--- src/rtl/xor_stream_if.sv ---
// Handshake bundle for xor_stream_ctrl: key load, ciphertext ingress, datapath tap and plaintext egress.
// All 64-bit vectors are numbered [0:63] with bit 0 as the MSB.
interface xor_stream_if;
    logic        key_valid;
    logic [0:63] key_in;
    logic        key_ready;
    logic        key_loaded;
    logic        s_valid;
    logic [0:63] s_data;
    logic        s_last;
    logic        s_ready;
    logic [0:63] dp_data;
    logic [0:63] dp_key;
    logic [0:63] dp_result;
    logic        m_valid;
    logic [0:63] m_data;
    logic        m_last;
    logic        m_ready;

    modport slave (
        input  key_valid, key_in, s_valid, s_data, s_last, dp_result, m_ready,
        output key_ready, key_loaded, s_ready, dp_data, dp_key, m_valid, m_data, m_last
    );

    modport master (
        output key_valid, key_in, s_valid, s_data, s_last, dp_result, m_ready,
        input  key_ready, key_loaded, s_ready, dp_data, dp_key, m_valid, m_data, m_last
    );
endinterface

--- src/rtl/xor_stream_ctrl.sv ---
// Key owner and valid/ready sequencer around an external 64-bit XOR decode datapath.
// Define XOR_KEY_ROLL_EN to rotate the active key per block and restore it at each frame end.
module xor_stream_ctrl #(
    parameter int CNT_W  = 16,
    parameter int ROLL_B = 8
) (
    input  logic             clk,
    input  logic             rst_n,
    xor_stream_if.slave      bus,
    output logic [CNT_W-1:0] blk_cnt
);

    typedef enum logic [1:0] {
        NOKEY = 2'd0,
        RUN   = 2'd1,
        HOLD  = 2'd2
    } state_t;

    state_t            state_r;
    state_t            state_s;
    logic [0:63]       base_key_r;
    logic [0:63]       active_key_s;
    logic [0:63]       m_data_r;
    logic              m_last_r;
    logic [CNT_W-1:0]  blk_cnt_r;
    logic              key_ready_s;
    logic              key_acc_s;
    logic              s_ready_s;
    logic              blk_acc_s;

    // Bit 0 is the MSB, so the low-index slice moves to the bottom of the word.
    function automatic logic [0:63] rotl(input logic [0:63] k);
        rotl = {k[ROLL_B:63], k[0:ROLL_B-1]};
    endfunction

    // Handshake qualifiers and next-state; a key load wins over a block in the same cycle.
    always_comb begin
        state_s     = state_r;
        key_ready_s = (state_r != HOLD);
        key_acc_s   = bus.key_valid & key_ready_s;
        s_ready_s   = (state_r != NOKEY) & ((state_r != HOLD) | bus.m_ready) & ~key_acc_s;
        blk_acc_s   = bus.s_valid & s_ready_s;
        case (state_r)
            NOKEY: begin
                if (key_acc_s) begin
                    state_s = RUN;
                end else begin
                    state_s = NOKEY;
                end
            end
            RUN: begin
                if (blk_acc_s) begin
                    state_s = HOLD;
                end else begin
                    state_s = RUN;
                end
            end
            HOLD: begin
                if (bus.m_ready & ~blk_acc_s) begin
                    state_s = RUN;
                end else begin
                    state_s = HOLD;
                end
            end
            default: begin
                state_s = NOKEY;
            end
        endcase
    end

    // FSM state register.
    always_ff @(posedge clk or negedge rst_n) begin
        if (!rst_n) begin
            state_r <= NOKEY;
        end else begin
            state_r <= state_s;
        end
    end

    // Loaded key, kept as the frame-start reference.
    always_ff @(posedge clk or negedge rst_n) begin
        if (!rst_n) begin
            base_key_r <= 64'h0;
        end else if (key_acc_s) begin
            base_key_r <= bus.key_in;
        end
    end

`ifdef XOR_KEY_ROLL_EN
    logic [0:63] active_key_r;

    // Rolling key: advances per non-last block, rewinds to the loaded key at frame end.
    always_ff @(posedge clk or negedge rst_n) begin
        if (!rst_n) begin
            active_key_r <= 64'h0;
        end else if (key_acc_s) begin
            active_key_r <= bus.key_in;
        end else if (blk_acc_s) begin
            if (bus.s_last) begin
                active_key_r <= base_key_r;
            end else begin
                active_key_r <= rotl(active_key_r);
            end
        end
    end

    assign active_key_s = active_key_r;
`else
    assign active_key_s = base_key_r;
`endif

    // Output stage: captures the datapath result on block accept, holds otherwise.
    always_ff @(posedge clk or negedge rst_n) begin
        if (!rst_n) begin
            m_data_r <= 64'h0;
            m_last_r <= 1'b0;
        end else if (blk_acc_s) begin
            m_data_r <= bus.dp_result;
            m_last_r <= bus.s_last;
        end
    end

    // Per-frame block counter, saturating rather than wrapping.
    always_ff @(posedge clk or negedge rst_n) begin
        if (!rst_n) begin
            blk_cnt_r <= {CNT_W{1'b0}};
        end else if (key_acc_s) begin
            blk_cnt_r <= {CNT_W{1'b0}};
        end else if (blk_acc_s) begin
            if (bus.s_last) begin
                blk_cnt_r <= {CNT_W{1'b0}};
            end else if (blk_cnt_r != {CNT_W{1'b1}}) begin
                blk_cnt_r <= blk_cnt_r + {{(CNT_W-1){1'b0}}, 1'b1};
            end
        end
    end

    assign bus.key_ready  = key_ready_s;
    assign bus.key_loaded = (state_r != NOKEY);
    assign bus.s_ready    = s_ready_s;
    assign bus.dp_data    = bus.s_data;
    assign bus.dp_key     = active_key_s;
    assign bus.m_valid    = (state_r == HOLD);
    assign bus.m_data     = m_data_r;
    assign bus.m_last     = m_last_r;
    assign blk_cnt        = blk_cnt_r;

endmodule
--- src/flat_wrapper.sv ---
// flat-port wrapper written by rule: the top's interface ports become plain ports
module xor_stream_ctrl_flat 
#(
    parameter int CNT_W  = 16,
    parameter int ROLL_B = 8
)
  (clk, rst_n, blk_cnt, bus_key_valid, bus_key_in, bus_s_valid, bus_s_data, bus_s_last, bus_dp_result, bus_m_ready, bus_key_ready, bus_key_loaded, bus_s_ready, bus_dp_data, bus_dp_key, bus_m_valid, bus_m_data, bus_m_last);
  xor_stream_if bus_i ();
  input  logic clk;
  input  logic rst_n;
  output logic [CNT_W-1:0] blk_cnt;
  input wire logic [$bits(bus_i.key_valid)-1:0] bus_key_valid;
  input wire logic [$bits(bus_i.key_in)-1:0] bus_key_in;
  input wire logic [$bits(bus_i.s_valid)-1:0] bus_s_valid;
  input wire logic [$bits(bus_i.s_data)-1:0] bus_s_data;
  input wire logic [$bits(bus_i.s_last)-1:0] bus_s_last;
  input wire logic [$bits(bus_i.dp_result)-1:0] bus_dp_result;
  input wire logic [$bits(bus_i.m_ready)-1:0] bus_m_ready;
  output wire logic [$bits(bus_i.key_ready)-1:0] bus_key_ready;
  output wire logic [$bits(bus_i.key_loaded)-1:0] bus_key_loaded;
  output wire logic [$bits(bus_i.s_ready)-1:0] bus_s_ready;
  output wire logic [$bits(bus_i.dp_data)-1:0] bus_dp_data;
  output wire logic [$bits(bus_i.dp_key)-1:0] bus_dp_key;
  output wire logic [$bits(bus_i.m_valid)-1:0] bus_m_valid;
  output wire logic [$bits(bus_i.m_data)-1:0] bus_m_data;
  output wire logic [$bits(bus_i.m_last)-1:0] bus_m_last;
  assign bus_i.key_valid = bus_key_valid;
  assign bus_i.key_in = bus_key_in;
  assign bus_i.s_valid = bus_s_valid;
  assign bus_i.s_data = bus_s_data;
  assign bus_i.s_last = bus_s_last;
  assign bus_i.dp_result = bus_dp_result;
  assign bus_i.m_ready = bus_m_ready;
  assign bus_key_ready = bus_i.key_ready;
  assign bus_key_loaded = bus_i.key_loaded;
  assign bus_s_ready = bus_i.s_ready;
  assign bus_dp_data = bus_i.dp_data;
  assign bus_dp_key = bus_i.dp_key;
  assign bus_m_valid = bus_i.m_valid;
  assign bus_m_data = bus_i.m_data;
  assign bus_m_last = bus_i.m_last;
  xor_stream_ctrl #(.CNT_W(CNT_W), .ROLL_B(ROLL_B)) u_core (.clk(clk), .rst_n(rst_n), .bus(bus_i), .blk_cnt(blk_cnt));
endmodule
--- config.mk ---
export PLATFORM = sky130hd
export DESIGN_NAME = xor_stream_ctrl_flat
export DESIGN_NICKNAME = d
export VERILOG_FILES = /design/src/rtl/xor_stream_if.sv /design/src/rtl/xor_stream_ctrl.sv /design/src/flat_wrapper.sv
export SDC_FILE = /design/constraint.sdc
export NUM_CORES = 1
export LEC_CHECK = 0
export ABC_AREA = 0
export CAP_MARGIN = 20
export CORE_AREA = 2 2 161 163
export CTS_CLUSTER_SIZE = 20
export DETAILED_ROUTE_END_ITERATION = 10
export DIE_AREA = 0 0 163 165
export DONT_BUFFER_PORTS = 1
export SLEW_MARGIN = 20
export SYNTH_ARGS = -nofsm -noshare
export SYNTH_HDL_FRONTEND = slang
export SYNTH_SLANG_ARGS = --single-unit
--- constraint.sdc ---
create_clock -name clk -period 1.94 [get_ports clk]
set_input_delay 0.388 -clock clk [delete_from_list [all_inputs] [get_ports clk]]
set_output_delay 0.388 -clock clk [all_outputs]
set_load 0.01 [all_outputs]
==> results.json, run 1 <==
{
  "n_antenna_cell": 0,
  "fp.dieW_um": 163,
  "clockRootBuffer": "clkbuf_16",
  "cts.sinks": 147,
  "post-route-min-period_ps": 1840,
  "hold_slack_ps": -340,
  "layout_common_cells": "nand2_1, dfrtp_1, buf_4, clkbuf_16, nand4_1",
  "grt_pass1_vias": 4682,
  "synth_area_leaders": "dfrtp_1, nand2_1, buf_4",
  "syn2layout_area_growth_pct": 10.7,
  "nNetsFinal": 903,
  "cts_made_buffers": 17,
  "pin_count": 411,
  "hpwl_mm": 12.7,
  "worst_pin_slew_ps": 479,
  "synth_area_leader_cell": "dfrtp_1",
  "status": "finished, violations left",
  "io_buffers": 0,
  "ys_ff_latch": 147,
  "clock_path_buffers": 2,
  "grt_overflow": 0,
  "rows": 58,
  "htree_levels": 4,
  "setup_viol": 0,
  "cts_tree": "yes",
  "syn_area_per_cell_um2": 8.70,
  "ant_nets": 0,
  "p_total_mw": 8.12,
  "ys_types": 49,
  "grtUsageTotal": 0.131,
  "syn-num-nets": 952,
  "min_period_over_period": 0.950,
  "powerDensity_nw_per_um2": 1120,
  "peakVddDrop_mv": 0.435,
  "via_per_inst": 4.59,
  "synthFlopType": "dfrtp_1",
  "syn-instance-count": 753,
  "clk_pin_slew_ps": 70,
  "wl_per_cell_um": 17.3,
  "hold_viol": 147,
  "fin_ws_ps": 96.2,
  "drive_above_1_share": 0.119,
  "leakagePower_nw": 3.65,
  "wl_mm": 18.2,
  "yosysWarnings": 0,
  "vias": 4801,
  "syn_area_um2": 6550,
  "die_y_um": 165,
  "hold_path_class": "primary input to async pin",
  "finClkSkew_ps": 15.0,
  "mostFrequentLayoutCell": "nand2_1",
  "start_util": 0.262,
  "dieArea_um2": 26900,
  "synth_top_area_share": 0.562,
  "async_flop_share": 1.00,
  "placed_cell_area_um2": 6670,
  "worstSkewPairLatency_ps": 410,
  "ctsResizeCount": 0,
  "final_cells": 1047,
  "max_freq_mhz": 542,
  "synth-edff-count": 0,
  "grt_pass1_wl_mm": 26.6,
  "coreArea_um2": 25000,
  "dr.pass1.iters": 5,
  "cp-start-kind": "register",
  "drv_cap": 0,
  "final_area_um2": 7250,
  "rsz0062_at_grt": "no",
  "placedCellCount": 1014,
  "critPathRequiredTime_ps": 2270,
  "report.final.slew_viol_count": 0,
  "violations": "hold timing",
  "crit_fanout": 8,
  "reg2reg_depth": 5,
  "grt_max_degree": 148,
  "synth_seq_area_share": 0.562,
  "finalSetupTns_ps": 0,
  "cp-end-kind": "register",
  "antenna_found_initial": 0,
  "worst_ep_arrival_time_ps": 2170,
  "crit_type": "register to register",
  "final_core_util": 0.290,
  "max-slew-margin-rel": 0.681,
  "preCtsSetupSlack_ps": 58.2,
  "drc_errors": 0,
  "drt_iter0_drc": 346,
  "place.gp.congestion": 0.802
}
[path summary, 6_finish.rpt]
kind / startpoint / to / slack (ps)
max: u_core.blk_cnt[0]$_DFFE_PN0P_ / u_core.blk_cnt[9]$_DFFE_PN0P_ / 100
min: rst_n / u_core.bus.dp_key[48]$_DFFE_PN0N_ / -340
max reg2reg: u_core.blk_cnt[0]$_DFFE_PN0P_ / u_core.blk_cnt[9]$_DFFE_PN0P_ / 100
min reg2reg: u_core.bus.m_data[16]$_DFFE_PN0P_ / u_core.bus.m_data[16]$_DFFE_PN0P_ / 540
max in group asynchronous: rst_n / u_core.bus.dp_key[1]$_DFFE_PN0N_ / 2070
min in group clk: bus_s_valid / u_core.state_r[0]$_DFF_PN0_ / 60
[registers in the layout, summed over array words and instances, names as in the netlist]
name               flops
u_core.blk_cnt        16
u_core.bus.dp_key     64
u_core.bus.m_data     64
u_core.state_r         2
u_core.bus.m_last      1
[power breakdown]
group	leakage (nW)	switching (mW)	internal, mW
Sequential	1.83	0.592	3.55
Combinational	1.55	0.441	0.267
Clock	0.267	1.42	1.86
[timing repair]
action	CTS	global route
hold endpoints to repair	147	147
buffers inserted	0	1
endpoints found under the setup margin	0	2
[cells by family (layout without fill, tap and decap cells)]
logic type                 after synthesis  count (layout)  synth area share
and+or+nand+nor                        455             455             0.290
adders and majority gates                1               1           0.00191
DFF                                    147             147             0.562
buffers and inverters                  108              72             0.101
AOI/OAI and AO/OA                       42              42            0.0457
[Yosys cell counts (2+ instances only)]
cell	count
buf_6	2
buf_1	11
a31oi_1	7
or4b_2	3
nand3_1	5
a211oi_1	3
nor2b_1	2
o211ai_1	5
nand2_1	404
nor4_1	6
o211a_1	3
and3_1	2
nand3b_1	2
inv_1	8
nand4_1	9
o31ai_1	2
dfrtp_1	147
a21oi_1	6
nand2b_1	2
buf_4	64
or2_2	2
clkbuf_1	22
o21ai_0	5
nor3_1	4
nand4b_1	3
[routing by layer]
metal  GRT usage  up-vias  part of all wire  wire, µm
li1            -     2228                 -         -
met1       0.138     2266              0.37      6790
met2       0.224      284              0.49      8830
met3      0.0573       23              0.12      2130
met4      0.0603        0             0.022       407
met5           0        -                 0         0
[worst max-delay path: stages, from the launching register on]
cell and delay (ps):
dfrtp_2 390, ha_4 170, nand4_4 140, or4_4 610, a211o_2 320, a31oi_1 130
[cell type report]
type                    count  area, µm²
clock buffers              20        457
clock inverters            12        120
fillers                  2634      17800
inverters                   8       30.0
multi-input cells         498       2250
flip-flops and latches    147       3680
well taps                 330        413
repair buffers             32        303
(Power assumes the default switching activity.)
==> run 2: changes to the inputs <==
--- a/config.mk
+++ b/config.mk
@@ -6,12 +6,12 @@
 export NUM_CORES = 1
 export LEC_CHECK = 0
 export ABC_AREA = 0
-export CAP_MARGIN = 20
 export CORE_AREA = 2 2 161 163
 export CTS_CLUSTER_SIZE = 20
 export DETAILED_ROUTE_END_ITERATION = 10
 export DIE_AREA = 0 0 163 165
 export DONT_BUFFER_PORTS = 1
+export MAX_ROUTING_LAYER = met4
 export SLEW_MARGIN = 20
 export SYNTH_ARGS = -nofsm -noshare
 export SYNTH_HDL_FRONTEND = slang
==> run 2 against run 1 <==
Critical path depth unchanged. Largest power group unchanged. Sequential share of layout area unchanged. Global-route usage up 0.40 points. Register-to-register slack about the same. Total power about the same. The flow still finishes with violations (hold timing). Combinational power about the same. First-iteration DRC count up 4.6%. Clock skew down 3.9 ps. Worst hold slack better by 2.7 ps. Die area unchanged.
==> results.json, run 2 (synthesis results as in run 1) <==
{
  "final_core_util": 0.290,
  "cp-end-kind": "register",
  "crit_type": "register to register",
  "rsz0062_at_grt": "no",
  "die_y_um": 165,
  "min_period_over_period": 0.945,
  "drv_cap": 0,
  "multi_input_area_um2": 2250,
  "cp-start-kind": "register",
  "hold_viol": 147,
  "drc_errors": 0,
  "hpwl_mm": 12.7,
  "pin_count": 411,
  "cts_made_buffers": 17,
  "post-route-min-period_ps": 1830,
  "grt_overflow": 0,
  "drive_above_1_share": 0.119,
  "r2r_start": "u_core.blk_cnt[0]$_DFFE_PN0P_",
  "peakVddDrop_mv": 0.435,
  "syn2layout_area_growth_pct": 10.7,
  "worstSkewPairLatency_ps": 410,
  "hold_path_class": "primary input to async pin",
  "reg2reg_slack_ps": 110,
  "ctsResizeCount": 0,
  "report.final.slew_viol_count": 0,
  "leakagePower_nw": 3.65,
  "ant_nets": 0,
  "grtUsageTotal": 0.135,
  "clockRootBuffer": "clkbuf_16",
  "cts.sinks": 147,
  "dieArea_um2": 26900,
  "grt_pass1_vias": 4680,
  "crit_fanout": 8,
  "worst_ep_arrival_time_ps": 2170,
  "htree_levels": 4,
  "critPathLaunch": "u_core.blk_cnt[0]$_DFFE_PN0P_",
  "critPathRequiredTime_ps": 2270,
  "cts_tree": "yes",
  "finClkSkew_ps": 11.1,
  "layout_common_cells": "nand2_1, dfrtp_1, buf_4, clkbuf_16, nand4_1",
  "clock_path_buffers": 2,
  "max-slew-margin-rel": 0.682,
  "worst_pin_slew_ps": 477,
  "final_area_um2": 7250,
  "powerDensity_nw_per_um2": 1120,
  "wl_per_cell_um": 17.4,
  "placed_cell_area_um2": 6670,
  "n_antenna_cell": 0,
  "coreArea_um2": 25000,
  "violations": "hold timing",
  "setup_viol": 0,
  "hold_slack_ps": -337,
  "vias": 4804,
  "wl_mm": 18.2,
  "nNetsFinal": 903,
  "fillers": 2634,
  "dr.pass1.iters": 4,
  "max_freq_mhz": 545,
  "clk_pin_slew_ps": 70,
  "regArea_um2": 3680,
  "start_util": 0.262,
  "finalSetupTns_ps": 0,
  "fp.dieW_um": 163,
  "io_buffers": 0,
  "rows": 58,
  "place.gp.congestion": 0.813,
  "via_per_inst": 4.59,
  "grt_pass1_wl_mm": 26.6,
  "drt_iter0_drc": 362,
  "antenna_found_initial": 0,
  "status": "finished, violations left",
  "grt_max_degree": 148,
  "mostFrequentLayoutCell": "nand2_1"
}
-- run 2: per-layer routing --
layer	GRT usage	up-vias	routed length, µm
met4	0.0603	0	433
li1	-	2230	-
met3	0.0502	24	1990
met2	0.224	267	8790
met1	0.143	2283	6960
met5	-	-	0
-- run 2: critical path: stages, from the launching register on --
cell and delay [ps]:
dfrtp_2 390, ha_4 170, nand4_4 140, or4_4 610, a211o_2 320, a31oi_1 130
-- run 2: metrics by stage --
stage                     worst slack [ps]  power, mW  std cells
after global placement                76.9       4.89       1014
after detailed placement              58.2       4.93       1014
after CTS                             41.5       8.28       1046
after floorplan                       26.5       4.75        753
after global routing                  6.18       8.62       1047
final                                  106       8.12       1047
-- run 2: path summary, 6_finish.rpt --
kind                       cells past startpoint                                 to
setup reg to reg                               5      u_core.blk_cnt[9]$_DFFE_PN0P_
setup / recovery                               5      u_core.blk_cnt[9]$_DFFE_PN0P_
min in group clk                               1        u_core.state_r[0]$_DFF_PN0_
max in group asynchronous                      0   u_core.bus.dp_key[1]$_DFFE_PN0N_
hold / removal                                 0  u_core.bus.dp_key[48]$_DFFE_PN0N_
hold reg to reg                                2  u_core.bus.m_data[16]$_DFFE_PN0P_
-- run 2: final cells by class --
| type | instances | share of cell area |
|---|---|---|
| inverter | 8 | 0.00414 |
| clock inverter | 12 | 0.0166 |
| multi-input combinational | 498 | 0.310 |
| tap | 330 | 0.0569 |
| clock buffer | 20 | 0.0630 |
| timing repair buffer | 32 | 0.0418 |
| sequential | 147 | 0.508 |
-- run 2: repair_timing --
item / CTS / global route
endpoints found under the setup margin: 0 / 2
hold endpoints to repair: 147 / 147
setup buffers: 0 / 1
-- run 2: power breakdown --
group	internal [mW]	total, mW	switching, mW
clock network	1.86	3.27	1.41
logic	0.267	0.708	0.442
registers	3.55	4.14	0.592
